==> config.mk <==
export PLATFORM = sky130hd
export DESIGN_NAME = instr_fetch
export DESIGN_NICKNAME = d
export VERILOG_FILES = /design/src/rtl/instr_fetch_pkg.sv /design/src/rtl/instr_fetch.sv
export SDC_FILE = /design/constraint.sdc
export NUM_CORES = 1
export LEC_CHECK = 0
export BUFFER_PORTS_ARGS = -buffer_cell sky130_fd_sc_hd__buf_4
export CORE_MARGIN = 1
export CORE_UTILIZATION = 34
export CTS_BUF_LIST = sky130_fd_sc_hd__clkbuf_16
export DETAILED_ROUTE_END_ITERATION = 10
export GPL_ROUTABILITY_DRIVEN = 0
export PLACE_DENSITY = 0.72
export SYNTH_ARGS = -nofsm -noshare
export SYNTH_HDL_FRONTEND = slang
export SYNTH_SLANG_ARGS = --single-unit
==> constraint.sdc <==
create_clock -name clk -period 0.9 [get_ports clk]
set_input_delay 0.09 -clock clk [delete_from_list [all_inputs] [get_ports clk]]
set_output_delay 0.09 -clock clk [all_outputs]
set_load 0.05 [all_outputs]
==> src/rtl/instr_fetch_pkg.sv <==
// Shared definitions for the instruction fetch stage: default datapath width
// and fetch FSM state encodings.
package instr_fetch_pkg;

    localparam int unsigned IF_DATA_WIDTH = 8;

    typedef enum logic [1:0] {
        FETCH = 2'd0,
        WAIT  = 2'd1,
        HOLD  = 2'd2
    } if_state_e;

endpackage

==> src/rtl/instr_fetch.sv <==
// Instruction fetch stage: issues one memory read at a time, captures the
// response and holds it for decode, discarding responses made stale by a flush.
module instr_fetch
    import instr_fetch_pkg::*;
#(
    parameter int unsigned DATA_WIDTH = IF_DATA_WIDTH
) (
    input  logic                  clk,
    input  logic                  rst,
    input  logic [DATA_WIDTH-1:0] i_pc,
    output logic                  o_pc_counter_en,
    input  logic                  i_flush,
    output logic                  o_mem_rd_en,
    output logic [DATA_WIDTH-1:0] o_mem_addr,
    input  logic                  i_mem_rd_valid,
    input  logic [DATA_WIDTH-1:0] i_mem_rd_data,
    output logic                  o_inst_valid,
    output logic [DATA_WIDTH-1:0] o_inst,
    input  logic                  i_inst_ready,
    output logic                  o_protocol_err
);

    if_state_e             state_q, state_d;
    logic                  drop_q, drop_d;
    logic [DATA_WIDTH-1:0] inst_q, inst_d;
    logic                  err_q, err_d;
    logic                  rd_en;
    logic                  cnt_en;

    always_ff @(posedge clk) begin
        if (rst) begin
            state_q <= FETCH;
            drop_q  <= 1'b0;
            inst_q  <= '0;
            err_q   <= 1'b0;
        end else begin
            state_q <= state_d;
            drop_q  <= drop_d;
            inst_q  <= inst_d;
            err_q   <= err_d;
        end
    end

    always_comb begin
        state_d = state_q;
        drop_d  = drop_q;
        inst_d  = inst_q;
        err_d   = err_q;
        rd_en   = 1'b0;
        cnt_en  = 1'b0;
        unique case (state_q)
            FETCH: begin
                if (drop_q) begin
                    // Waiting out the response to a flushed request; no new strobe yet.
                    if (i_mem_rd_valid) drop_d = 1'b0;
                end else begin
                    rd_en = 1'b1;
                    if (i_mem_rd_valid) err_d = 1'b1;
                    if (i_flush) drop_d  = 1'b1;
                    else         state_d = WAIT;
                end
            end
            WAIT: begin
                if (i_flush) begin
                    state_d = FETCH;
                    if (!i_mem_rd_valid) drop_d = 1'b1;
                end else if (i_mem_rd_valid) begin
                    inst_d  = i_mem_rd_data;
                    cnt_en  = 1'b1;
                    state_d = HOLD;
                end
            end
            HOLD: begin
                if (i_mem_rd_valid) err_d = 1'b1;
                if (i_flush || i_inst_ready) state_d = FETCH;
            end
            default: state_d = FETCH;
        endcase
    end

    assign o_mem_rd_en     = rd_en && !rst;
    assign o_pc_counter_en = cnt_en && !rst;
    assign o_mem_addr      = o_mem_rd_en ? i_pc : '0;
    assign o_inst_valid    = (state_q == HOLD);
    assign o_inst          = inst_q;
    assign o_protocol_err  = err_q;

endmodule

* Yosys cells after proc, flatten, opt, wreduce, memory -nomap -nowiden *
Index checks and enable logic that the tools add are counted.
W data, S select, Z words.

word-level totals
  flip-flop bits (word level) = 12
  input bits = 21
  output and inout port bits = 20
  logic and storage cells = 45

cells by class
  equality and inequality tests = 8
  muxes and demuxes = 21
  bitwise logic cells = 1
  reductions and logical operators = 11

operator list
  kind                  number
  $mux W1               12
  $mux W2               5
  $mux W8               1
  $ne A2 B2 Y1 const B  4
  $pmux W2 S3           1
  $reduce_and A3 Y1     2
  $pmux W1 S2           2
  $reduce_and A4 Y1     1
  $reduce_bool A2 Y1    2
  $ne A3 B3 Y1 const B  1
  $eq A2 B1 Y1 const B  1
  $eq A2 B2 Y1 const B  1
  $logic_and A1 B1 Y1   2
  $logic_not A2 Y1      1
  $ne A2 B1 Y1 const B  1
  $reduce_and A2 Y1     1
  $logic_not A1 Y1      1
  $logic_or A1 B1 Y1    1
  $not A1 Y1            1

* Longest topological paths before layout *
  depth in word-level cells = 4
  depth in mapped cells = 5
  depth with buffers taken out = 3

* Least setup slack after synthesis *
OpenSTA, ideal clock, no wires.

  path type = reg-to-output
  from = register state_q[1]
  to = output o_mem_addr[0]
  arrival = 1722 ps
  data required time = 810 ps
  path slack = -912 ps
  cell stages (with the launch flop) = 4
  path buffers = 1
  cell sequence = dfxtp_1 > buf_6 > nor4_4 > and2_1

between the ends
  cells in the longest elaborated chain, start to end = 4

RTL lines
  element                   RTL line           RTL
  start: declaration        instr_fetch.sv:23  if_state_e state_q, state_d;
  start signal: assignment  instr_fetch.sv:37  state_q <= state_d;
  $logic_not A2 Y1          instr_fetch.sv:51  unique case (state_q)
  $mux W1                   instr_fetch.sv:51
  $logic_and A1 B1 Y1       instr_fetch.sv:81  assign o_mem_rd_en = rd_en && !rst;
  net o_mem_rd_en           instr_fetch.sv:13  output logic o_mem_rd_en,
  $mux W8                   instr_fetch.sv:83  assign o_mem_addr = o_mem_rd_en ? i_pc : '0;
  end: declaration          instr_fetch.sv:14  output logic [DATA_WIDTH-1:0] o_mem_addr,

The timed path passes the listed nets, and every way through them passes these cells.

* Final worst setup path *
  from = register state_q[0]
  to = output o_mem_addr[5]

between the ends
  cells in the longest elaborated chain, start to end = 4

RTL lines
  element              RTL line
  $logic_not A2 Y1     instr_fetch.sv:51
  $mux W1              instr_fetch.sv:51
  $logic_and A1 B1 Y1  instr_fetch.sv:81
  $mux W8              instr_fetch.sv:83

Every way passes these cells.

==> results.json <==
{
  "outcome": "finished, violations left",
  "violations": "negative setup slack",
  "crit_slowest_cell": "dfxtp_2",
  "timing.rr.end": "o_inst[7]",
  "setup_viol": 23,
  "synth_cells": 69,
  "drive_above_1_share": 0.6083,
  "final_core_util": 0.7419,
  "r2r-start": "state_q[0]",
  "skew_ns": 0.0009317,
  "max_freq_mhz": 720.8,
  "grt_max_degree": 14,
  "cts_root_buf": "clkbuf_16",
  "grt_pass1_wl_um": 2497,
  "grt_util_met2": 0.3061,
  "whs_ns": 0.04247,
  "htreeDepth": 1,
  "hold_end": "state_q[1]",
  "whs_path_depth": 2,
  "powerDensity_mw_per_mm2": 1641,
  "start_util": 0.3693,
  "ctsHoldBuffers": 0,
  "dpl.hpwl_um": 1019,
  "cp_cell_sequence": "nor4_4 > buf_4 > and2_2 > buf_8",
  "maxCapViolCount": 0,
  "use_met3": 0.06383,
  "crit_required_ns": 0.81,
  "cts_buffers": 3,
  "critPathLaunchType": "register",
  "async_reset_ff_frac": 0,
  "min_path_type": "in2reg",
  "area_growth_pct": 100.9,
  "drt-initial-drc-count": 8,
  "final_antenna_net_count": 0,
  "drc": 0,
  "mostFrequentLayoutCell": "buf_4",
  "cts_tree": "built",
  "pin_count": 41,
  "finalPower_mw": 1.877,
  "ys.flop_type": "dfxtp_1",
  "use_met1": 0.2193,
  "critical_path.top_delay_family": "simple AND/OR/NAND/NOR gates",
  "port-buffer-count": 40,
  "layout_common_cells": "buf_4 (37), nand2_1 (17), buf_6 (12)",
  "core_mm2": 0.001541,
  "clock_latency_ns": 0.24,
  "crit_path_max_fanout": 9,
  "fin_area_mm2": 0.001144,
  "wl_um": 1603,
  "hold_viol": 0,
  "cts_num_sinks": 12,
  "rsz0062_at_grt": "true",
  "arrival_ns": 1.30,
  "grt_overflow_total": 0,
  "max-slew-margin-rel": 0.8501,
  "ys_types": 22,
  "grt_busiest_layer": "met2",
  "placementRows": 14,
  "finalNonFillerCells": 136,
  "slew_viol_final": 0,
  "synth-edff-count": 0,
  "dr.pass1.iters": 4,
  "critPathCaptureType": "primary output",
  "p_leak_nw": 0.5219,
  "grt_util_all_layers": 0.1863,
  "dpl.cell_count": 126,
  "grt_pass1_vias": 565,
  "die_y_um": 42.92,
  "syn_nets": 90,
  "mappedNetlistArea_um2": 569.3,
  "critPathMaxStageDelay_ns": 0.33,
  "path_clk_slew_ns": 0.04,
  "nets": 142,
  "via_per_inst": 4.721,
  "r2r_cells": 6,
  "yosysSeqAreaShare": 0.4220,
  "fin_ws_ns": -0.4873,
  "syn_avg_cell_area_um2": 8.251,
  "wire_per_inst_um": 11.79,
  "tightest_slew_ns": 0.2233,
  "detailed_place.area_um2": 913.4,
  "num_antenna_cells": 0,
  "yosysWarningCount": 0,
  "dieArea_mm2": 0.001842,
  "crit_type": "reg2out",
  "timing.critical_path.buf_inv": 2,
  "peakVddDrop_v": 0.001420,
  "post-route-period-util": 1.541,
  "min_period_ns": 1.387,
  "r2r_slack_ns": -0.24,
  "via_count": 642,
  "min-delay-start": "i_flush",
  "ys_ff_latch": 12,
  "antenna_found_initial": 0,
  "fp.dieW_um": 42.92,
  "cts_buffer_depth": 2
}
==> cells in the mapped netlist (all sizes together), types with 2 or more instances <==
cell / number / area share
nand2: 18 / 0.12
dfxtp: 12 / 0.42
and2: 8 / 0.088
nor4: 2 / 0.048
buf: 4 / 0.062
inv: 4 / 0.026
a21oi: 9 / 0.079
==> flip-flops by register name (all words and copies together), names as in the netlist <==
signal	flops
drop_q	1
o_protocol_err	1
state_q	2
o_inst	8
==> power by group <==
| part | total, mW | switching, mW | internal, mW |
|---|---|---|---|
| registers | 0.566 | 0.0144 | 0.551 |
| clock network | 0.826 | 0.241 | 0.586 |
| logic | 0.485 | 0.258 | 0.226 |
| total | 1.88 | 0.513 | 1.36 |
==> worst register-to-register path, cell delays in order (launching register included) <==
cell       delay [ns]
dfxtp_2          0.34
buf_4            0.13
nand4bb_1        0.13
buf_6            0.15
buf_4            0.15
nand2_1          0.07
a21oi_1          0.06
==> how the worst max path moves through the flow <==
stage | cells after the start | slack (ns) | endpoint | from
floorplan | 3 | -0.80 | o_mem_addr[0] | state_q[0]
CTS | 4 | -0.48 | o_mem_addr[1] | state_q[0]
detailed placement | 3 | -0.31 | o_mem_addr[1] | state_q[0]
global route | 4 | -0.55 | o_mem_addr[5] | state_q[0]
finish | 4 | -0.49 | o_mem_addr[5] | state_q[0]
global placement | 3 | -0.28 | o_mem_addr[0] | state_q[0]
==> metrics by stage <==
step | setup TNS (ns) | worst slack, ns
after detailed placement | -5.356 | -0.3057
after floorplan | -8.595 | -0.7985
final | -7.406 | -0.4873
after global routing | -8.583 | -0.5476
after CTS | -7.393 | -0.4835
after global placement | -4.895 | -0.2756
==> timing repair <==
| action | 4_1_cts | 5_1_grt |
|---|---|---|
| pin swaps | 5 | 2 |
| cloned | 0 | 0 |
| endpoints found under the setup margin | 23 | 23 |
| gates resized for setup | 25 | 5 |
| setup buffers | 6 | 0 |
==> routing by layer <==
| metal | vias up | part of all wire | wire length, um |
|---|---|---|---|
| met1 | 294 | 0.42 | 677 |
| met2 | 16 | 0.53 | 852 |
| met5 | - | 0 | 0 |
| met4 | 0 | 0 | 0 |
| li1 | 332 | - | - |
| met3 | 0 | 0.046 | 73 |
==> cell type report <==
class / instances / area [um2]
clock buffers: 3 / 75.07
clock inverters: 1 / 3.754
fillers: 110 / 397.9
inverters: 4 / 15.01
multi-input cells: 48 / 326.6
flip-flops and latches: 12 / 245.2
well taps: 16 / 20.02
repair buffers: 52 / 457.9
==> cells by family (layout without fill, tap and decap cells) <==
family / count (synthesis) / in the layout / share of synthesized area
AND/OR/NAND/NOR: 34 / 34 / 0.3363
flip-flops: 12 / 12 / 0.4220
AO/OA/AOI/OAI: 14 / 14 / 0.1473
buffers and inverters: 9 / 60 / 0.09449
Note: power is estimated with default switching activity, not from simulation.
